<file path="config.mk">
export PLATFORM = sky130hd
export DESIGN_NAME = noc_req_scheduler_flat
export DESIGN_NICKNAME = d
export VERILOG_FILES = /design/src/rtl/noc_req_scheduler_if.sv /design/src/rtl/noc_req_scheduler.sv /design/src/flat_wrapper.sv
export SDC_FILE = /design/constraint.sdc
export NUM_CORES = 1
export LEC_CHECK = 0
export BUFFER_PORTS_ARGS = -buffer_cell sky130_fd_sc_hd__clkbuf_2
export CAP_MARGIN = 20
export CORE_MARGIN = 2
export CORE_UTILIZATION = 31
export DETAILED_ROUTE_END_ITERATION = 10
export GPL_ROUTABILITY_DRIVEN = 1
export HOLD_SLACK_MARGIN = 0.02
export SKIP_CTS_REPAIR_TIMING = 1
export SKIP_LAST_GASP = 1
export SYNTH_ARGS = -nofsm -noshare
export SYNTH_HDL_FRONTEND = slang
export SYNTH_SLANG_ARGS = --single-unit
</file>
<file path="constraint.sdc">
create_clock -name clk -period 4.7 [get_ports clk]
set_input_delay 0.235 -clock clk [delete_from_list [all_inputs] [get_ports clk]]
set_output_delay 0.235 -clock clk [all_outputs]
set_load 0.05 [all_outputs]
</file>
<file path="src/rtl/noc_req_scheduler_if.sv">
// rtl/noc_req_scheduler_if.sv - requester/memory/response handshake bundle for noc_req_scheduler
interface noc_req_scheduler_if #(
  parameter int RADIX   = 4,
  parameter int MAX_OUT = 4
);
  localparam int TAG_W = ($clog2(RADIX) > 1) ? $clog2(RADIX) : 1;
  localparam int CNT_W = $clog2(MAX_OUT + 1);

  logic [RADIX-1:0] req_valid;
  logic [RADIX-1:0] req_ready;
  logic             mem_valid;
  logic             mem_ready;
  logic [TAG_W-1:0] grant_id;
  logic             rsp_valid;
  logic [TAG_W-1:0] rsp_tag;
  logic [RADIX-1:0] rsp_en;
  logic [CNT_W-1:0] outstanding;
  logic             err;

  modport master (
    output req_valid, mem_ready, rsp_valid, rsp_tag,
    input  req_ready, mem_valid, grant_id, rsp_en, outstanding, err
  );

  modport slave (
    input  req_valid, mem_ready, rsp_valid, rsp_tag,
    output req_ready, mem_valid, grant_id, rsp_en, outstanding, err
  );
endinterface

</file>
<file path="src/rtl/noc_req_scheduler.sv">
// rtl/noc_req_scheduler.sv - round-robin request scheduler with outstanding-transaction limit
// Optional per-requester grant counters enabled by NOC_SCHED_PERF_EN.
module noc_req_scheduler #(
  parameter int RADIX   = 4,
  parameter int MAX_OUT = 4
) (
  input  logic clk,
  input  logic rst_l,
  noc_req_scheduler_if.slave bus
`ifdef NOC_SCHED_PERF_EN
  ,
  output logic [RADIX-1:0][15:0] grant_cnt
`endif
);
  localparam int TAG_W = ($clog2(RADIX) > 1) ? $clog2(RADIX) : 1;
  localparam int CNT_W = $clog2(MAX_OUT + 1);
  localparam logic [TAG_W-1:0] LAST_ID = TAG_W'(RADIX - 1);
  localparam logic [TAG_W:0]   RADIX_T = (TAG_W + 1)'(RADIX);
  localparam logic [CNT_W-1:0] MAX_CNT = CNT_W'(MAX_OUT);

  typedef enum logic [1:0] {IDLE, ISSUE, FULL} state_e;

  state_e           state_q, state_d;
  logic [TAG_W-1:0] grant_q, grant_d;
  logic [TAG_W-1:0] rr_q, rr_d;
  logic [CNT_W-1:0] cnt_q, cnt_d;
  logic             err_q, err_d;

  logic                 win_found;
  logic [TAG_W-1:0]     win_idx;
  logic [TAG_W:0]       win_sum;
  logic [2*RADIX-1:0]   req_rot;
  logic                 issue;
  logic                 tag_ok;
  logic                 rsp_ok;

  // Rotate so bit 0 is the requester at rr_q; the first set bit wins.
  always_comb begin
    req_rot   = {bus.req_valid, bus.req_valid} >> rr_q;
    win_found = 1'b0;
    win_idx   = '0;
    win_sum   = '0;
    for (int i = 0; i < RADIX; i++) begin
      if (!win_found && req_rot[i]) begin
        win_found = 1'b1;
        win_sum   = {1'b0, rr_q} + (TAG_W + 1)'(i);
        if (win_sum >= RADIX_T) win_sum = win_sum - RADIX_T;
        win_idx   = win_sum[TAG_W-1:0];
      end
    end
  end

  assign issue  = (state_q == ISSUE) && bus.mem_ready && rst_l;
  assign tag_ok = ({1'b0, bus.rsp_tag} < RADIX_T);
  assign rsp_ok = bus.rsp_valid && tag_ok && (cnt_q != '0);

  always_ff @(posedge clk) begin
    if (!rst_l) begin
      state_q <= IDLE;
      grant_q <= '0;
      rr_q    <= '0;
      cnt_q   <= '0;
      err_q   <= 1'b0;
    end else begin
      state_q <= state_d;
      grant_q <= grant_d;
      rr_q    <= rr_d;
      cnt_q   <= cnt_d;
      err_q   <= err_d;
    end
  end

  always_comb begin
    state_d = state_q;
    grant_d = grant_q;
    rr_d    = rr_q;
    cnt_d   = cnt_q;
    err_d   = err_q | (bus.rsp_valid && (!tag_ok || (cnt_q == '0)));
    case ({issue, rsp_ok})
      2'b10:   cnt_d = cnt_q + CNT_W'(1);
      2'b01:   cnt_d = cnt_q - CNT_W'(1);
      default: cnt_d = cnt_q;
    endcase
    if (issue) rr_d = (grant_q == LAST_ID) ? '0 : grant_q + TAG_W'(1);
    case (state_q)
      IDLE: begin
        if ((cnt_q < MAX_CNT) && win_found) begin
          grant_d = win_idx;
          state_d = ISSUE;
        end else if (cnt_q == MAX_CNT) begin
          state_d = FULL;
        end
      end
      ISSUE:   if (bus.mem_ready) state_d = IDLE;
      FULL:    if (cnt_d < MAX_CNT) state_d = IDLE;
      default: state_d = IDLE;
    endcase
  end

  always_comb begin
    bus.mem_valid   = (state_q == ISSUE) && rst_l;
    bus.req_ready   = issue ? (RADIX'(1) << grant_q) : '0;
    bus.rsp_en      = (bus.rsp_valid && tag_ok) ? (RADIX'(1) << bus.rsp_tag) : '0;
    bus.grant_id    = grant_q;
    bus.outstanding = cnt_q;
    bus.err         = err_q;
  end

`ifdef NOC_SCHED_PERF_EN
  logic [RADIX-1:0][15:0] gcnt_q, gcnt_d;

  always_comb begin
    gcnt_d = gcnt_q;
    if (issue && (gcnt_q[grant_q] != 16'hFFFF)) gcnt_d[grant_q] = gcnt_q[grant_q] + 16'd1;
  end

  always_ff @(posedge clk) begin
    if (!rst_l) gcnt_q <= '0;
    else        gcnt_q <= gcnt_d;
  end

  assign grant_cnt = gcnt_q;
`endif
endmodule

</file>
<file path="src/flat_wrapper.sv">
// flat-port wrapper written by rule: the top's interface ports become plain ports
module noc_req_scheduler_flat 
#(
  parameter int RADIX   = 4,
  parameter int MAX_OUT = 4
)
  (clk, rst_l, bus_req_valid, bus_mem_ready, bus_rsp_valid, bus_rsp_tag, bus_req_ready, bus_mem_valid, bus_grant_id, bus_rsp_en, bus_outstanding, bus_err);
  noc_req_scheduler_if #(.RADIX(RADIX), .MAX_OUT(MAX_OUT)) bus_i ();
  input  logic clk;
  input  logic rst_l;
  input wire logic [$bits(bus_i.req_valid)-1:0] bus_req_valid;
  input wire logic [$bits(bus_i.mem_ready)-1:0] bus_mem_ready;
  input wire logic [$bits(bus_i.rsp_valid)-1:0] bus_rsp_valid;
  input wire logic [$bits(bus_i.rsp_tag)-1:0] bus_rsp_tag;
  output wire logic [$bits(bus_i.req_ready)-1:0] bus_req_ready;
  output wire logic [$bits(bus_i.mem_valid)-1:0] bus_mem_valid;
  output wire logic [$bits(bus_i.grant_id)-1:0] bus_grant_id;
  output wire logic [$bits(bus_i.rsp_en)-1:0] bus_rsp_en;
  output wire logic [$bits(bus_i.outstanding)-1:0] bus_outstanding;
  output wire logic [$bits(bus_i.err)-1:0] bus_err;
  assign bus_i.req_valid = bus_req_valid;
  assign bus_i.mem_ready = bus_mem_ready;
  assign bus_i.rsp_valid = bus_rsp_valid;
  assign bus_i.rsp_tag = bus_rsp_tag;
  assign bus_req_ready = bus_i.req_ready;
  assign bus_mem_valid = bus_i.mem_valid;
  assign bus_grant_id = bus_i.grant_id;
  assign bus_rsp_en = bus_i.rsp_en;
  assign bus_outstanding = bus_i.outstanding;
  assign bus_err = bus_i.err;
  noc_req_scheduler #(.RADIX(RADIX), .MAX_OUT(MAX_OUT)) u_core (.clk(clk), .rst_l(rst_l), .bus(bus_i));
endmodule
</file>
==> flow_summary.yaml <==
run_status:
  status: "finished clean"
timing:
  layout_worst_path_cycle_share_pct: 52.4
  max-slew-margin-rel_pct: 71.7
  finalSetupTns_ps: 0
  timing.final.crit_period_ps: 2460
  clock_skew_ps: 7.64
  max_clock_freq_ghz: 0.406
  final-setup-viol-count: 0
  slew_viol_final: 0
  hold_viol: 0
  slew_at_the_pin_closest_to_its_max_slew_limit_ps: 421
  grt_setup_unrepaired: "false"
routing:
  drt_drc_violations_left: 0
  dr.first_iter.drc_count: 2
  viasPerCell: 4.94
  drt-total-wl_um: 1450
  detailroute.via_count: 657
  drt-wirelength-per-cell_um: 10.9
  detailedRoute.firstPassIterationCount: 2
  drt.antenna.violating_nets: 0
placement:
  dpl.hpwl_um: 1110
  post_dp_cell_area_sq_um: 841
  finalWeightedCongestion: 0.732
  placed_cells: 129
  io_buffer_count: 24
worst_setup_path:
  list_of_cells_traversed_by_the_critical_path: "and4b_1, inv_1, ha_1, fa_1, xnor2_1, or4b_1, a311oi_1"
  worst_r2r_path_depth: 7
  critical_path.top_delay_family: "simple AND/OR/NAND/NOR gates"
  crit_buf_inv: 1
  cp-start-kind: "flop"
  cp.required_ps: 4870
  timing.critical_path.fanout_max: 8
  cp_slowest_stage_delay_ps: 470
  worstReg2RegEnd: "u_core.state_q[1]$_SDFFE_PN0P_"
  cp_data_arrival_time_ps: 2630
  critical-path-slowest-cell: "or4b_1"
  crit-reg2reg-launch: "u_core.state_q[1]$_SDFFE_PN0P_"
  reg2reg_slack_ps: 2240
  path_class: "flop to flop"
  end_kind: "flop"
  cp_num_cells: 7
logic_synthesis:
  synth.ff_latch_count: 10
  syn-num-nets: 96
  synth_async_sr_flop_share_pct: 0
  synthesis.area_sq_um: 699
  synth_edf_count: 0
  number_of_distinct_library_cells_after_synthesis: 38
  seq_area_frac_synth_pct: 28.6
  dominantRegCellSynth: "dfxtp_1"
  post_synthesis_average_cell_area_sq_um: 8.74
  synthCells: 80
  yosysWarnings: 0
finish:
  fin_util_pct: 40.4
  n_antenna_cell: 0
  finalNetCount: 122
  synthToLayoutAreaGrowth_pct: 25.4
  design_area_sq_um: 877
  fin_cells: 133
  fraction_of_layout_instances_using_a_drive_strength_above_1_pct: 29.5
clock_network:
  clkLatencyLatePin_ps: 260
  clock_tree_from_tritoncts: "done"
  cts.sinks: 10
  clock_tree.buffer_depth: 2
  clock_tree.root_cell: "clkbuf_4"
  clkSlewWorstSetupHoldPaths_ps: 70
  htreeDepth: 1
  tritoncts.num_buffers: 3
die:
  num_io_pins: 25
  die_width_um: 51.5
  floorplan.rows: 17
  core_sq_mm: 0.00217
  die_area_sq_mm: 0.00265
  die_boundary_height_um: 51.5
  starting_utilization_of_the_core_area_pct: 32.2
min_path:
  hold_path_depth: 3
  holdCritStartpoint: "bus_rsp_valid"
  worstHoldEndpoint: "u_core.bus.err$_SDFF_PN0_"
  hold_path.class: "primary input to flop"
global_route:
  antenna_found_initial: 0
  grt_max_degree: 12
  grt_first_pass_wirelength_um: 2440
  global_route.overflow_total: 0
  via_count_of_the_first_global_routing_pass: 580
  grtUsageTotal_pct: 11.9
pwr:
  power_density_mw_per_mm2: 345
  static-leakage-power_nw: 0.396
  report.power.total_uw: 303
  power.ir.vdd_worst_uv: 180
job:
  max_cap_violations: 0
-- routing by layer --
metal	GRT usage, %	share of wire, %	vias up	wire [um]
li1	-	-	342	-
met1	16.7	48	293	695
met2	16.9	46	20	659
met3	2.01	5.5	2	79
met4	7.46	0.83	0	12
met5	0	0	-	0
-- cell families (layout without fill, tap and decap cells) --
kind of cell	Yosys count	after routing	synth area share [%]
AND/OR/NAND/NOR	35	35	30.9
buffers and inverters	8	33	4.65
flip-flops	10	10	28.6
adder cells (fa/ha/maj)	6	6	11.8
multiplexers	3	3	4.47
AO/OA/AOI/OAI	16	16	17.0
XOR/XNOR	2	2	2.50
-- flip-flops by register name, indices dropped and copies added, names as in the netlist --
register                cells
u_core.bus.outstanding      3
u_core.bus.grant_id         2
u_core.rr_q                 2
u_core.state_q              2
u_core.bus.err              1
-- final cells by class --
class                      count  area (sq um)
clock buffer                   4          36.3
tap                           28          35.0
timing repair buffer          24           120
inverter                       5          18.8
fill                         231          1290
multi-input combinational     62           467
sequential                    10           200
-- where the power goes --
group / switching [mW] / leakage (nW) / internal [mW]
combinational: 0.0769 / 0.293 / 0.0389
clock: 0.0298 / 0.0210 / 0.0470
sequential: 0.0147 / 0.0819 / 0.0955
total: 0.121 / 0.396 / 0.181
-- placed cells by master, fill, tap and decap left out, drive strengths merged, types with 2 or more instances in the layout --
| master | synthesis | routed |
|---|---|---|
| clkbuf | 2 | 28 |
| dfxtp | 10 | 10 |
| nor2 | 8 | 8 |
| ha | 5 | 5 |
| and2 | 4 | 4 |
| inv | 4 | 4 |
| nand2 | 4 | 4 |
| nor3b | 3 | 3 |
| nor3 | 3 | 3 |
| o21ai | 3 | 3 |
| and4b | 2 | 2 |
| nor2b | 2 | 2 |
| mux2i | 2 | 2 |
| o31a | 2 | 2 |
| a311oi | 2 | 2 |
| or4b | 2 | 2 |
| a21oi | 2 | 2 |
-- cell usage after synthesis, types with 2 or more instances --
cell	number	share of area (%)
nor2_1	8	4.3
inv_1	4	2.1
dfxtp_1	10	29
nor2b_1	2	1.8
nor3_1	3	2.1
nand2_1	4	2.1
a311oi_1	2	2.5
ha_1	5	8.9
and2_1	4	3.6
mux2i_1	2	2.9
o31a_1	2	2.5
or4b_1	2	2.9
o21ai_0	3	2.1
nor3b_1	3	3.2
a21oi_1	2	1.4
and4b_1	2	2.9
-- worst max-delay path by stage --
stage | startpoint | slack (ps) | to
5_1_grt | u_core.state_q[1]$_SDFFE_PN0P_ | 2050 | u_core.state_q[1]$_SDFFE_PN0P_
6_report | u_core.state_q[1]$_SDFFE_PN0P_ | 2240 | u_core.state_q[1]$_SDFFE_PN0P_
2_1_floorplan | u_core.bus.outstanding[2]$_SDFF_PN0_ | 2250 | u_core.state_q[1]$_SDFFE_PN0P_
3_3_place_gp | u_core.state_q[1]$_SDFFE_PN0P_ | 2320 | u_core.state_q[1]$_SDFFE_PN0P_
3_5_place_dp | u_core.state_q[1]$_SDFFE_PN0P_ | 2250 | u_core.state_q[1]$_SDFFE_PN0P_
4_1_cts | u_core.state_q[1]$_SDFFE_PN0P_ | 2230 | u_core.state_q[1]$_SDFFE_PN0P_
-- through the flow --
step                      hold slack (ps)  setup slack, ps
final                                 265             2240
after global routing                  297             2050
after CTS                             259             2230
after detailed placement              456             2250
after global placement                458             2320
after floorplan                       376             2250
-- worst register-to-register path: stages, from the launching register on --
cell and delay (ps):
dfxtp_1 360, and4b_1 420, inv_1 80, ha_1 240, fa_1 390, xnor2_1 170
or4b_1 470, a311oi_1 250
No activity file was read; power rests on OpenSTA's default activity.
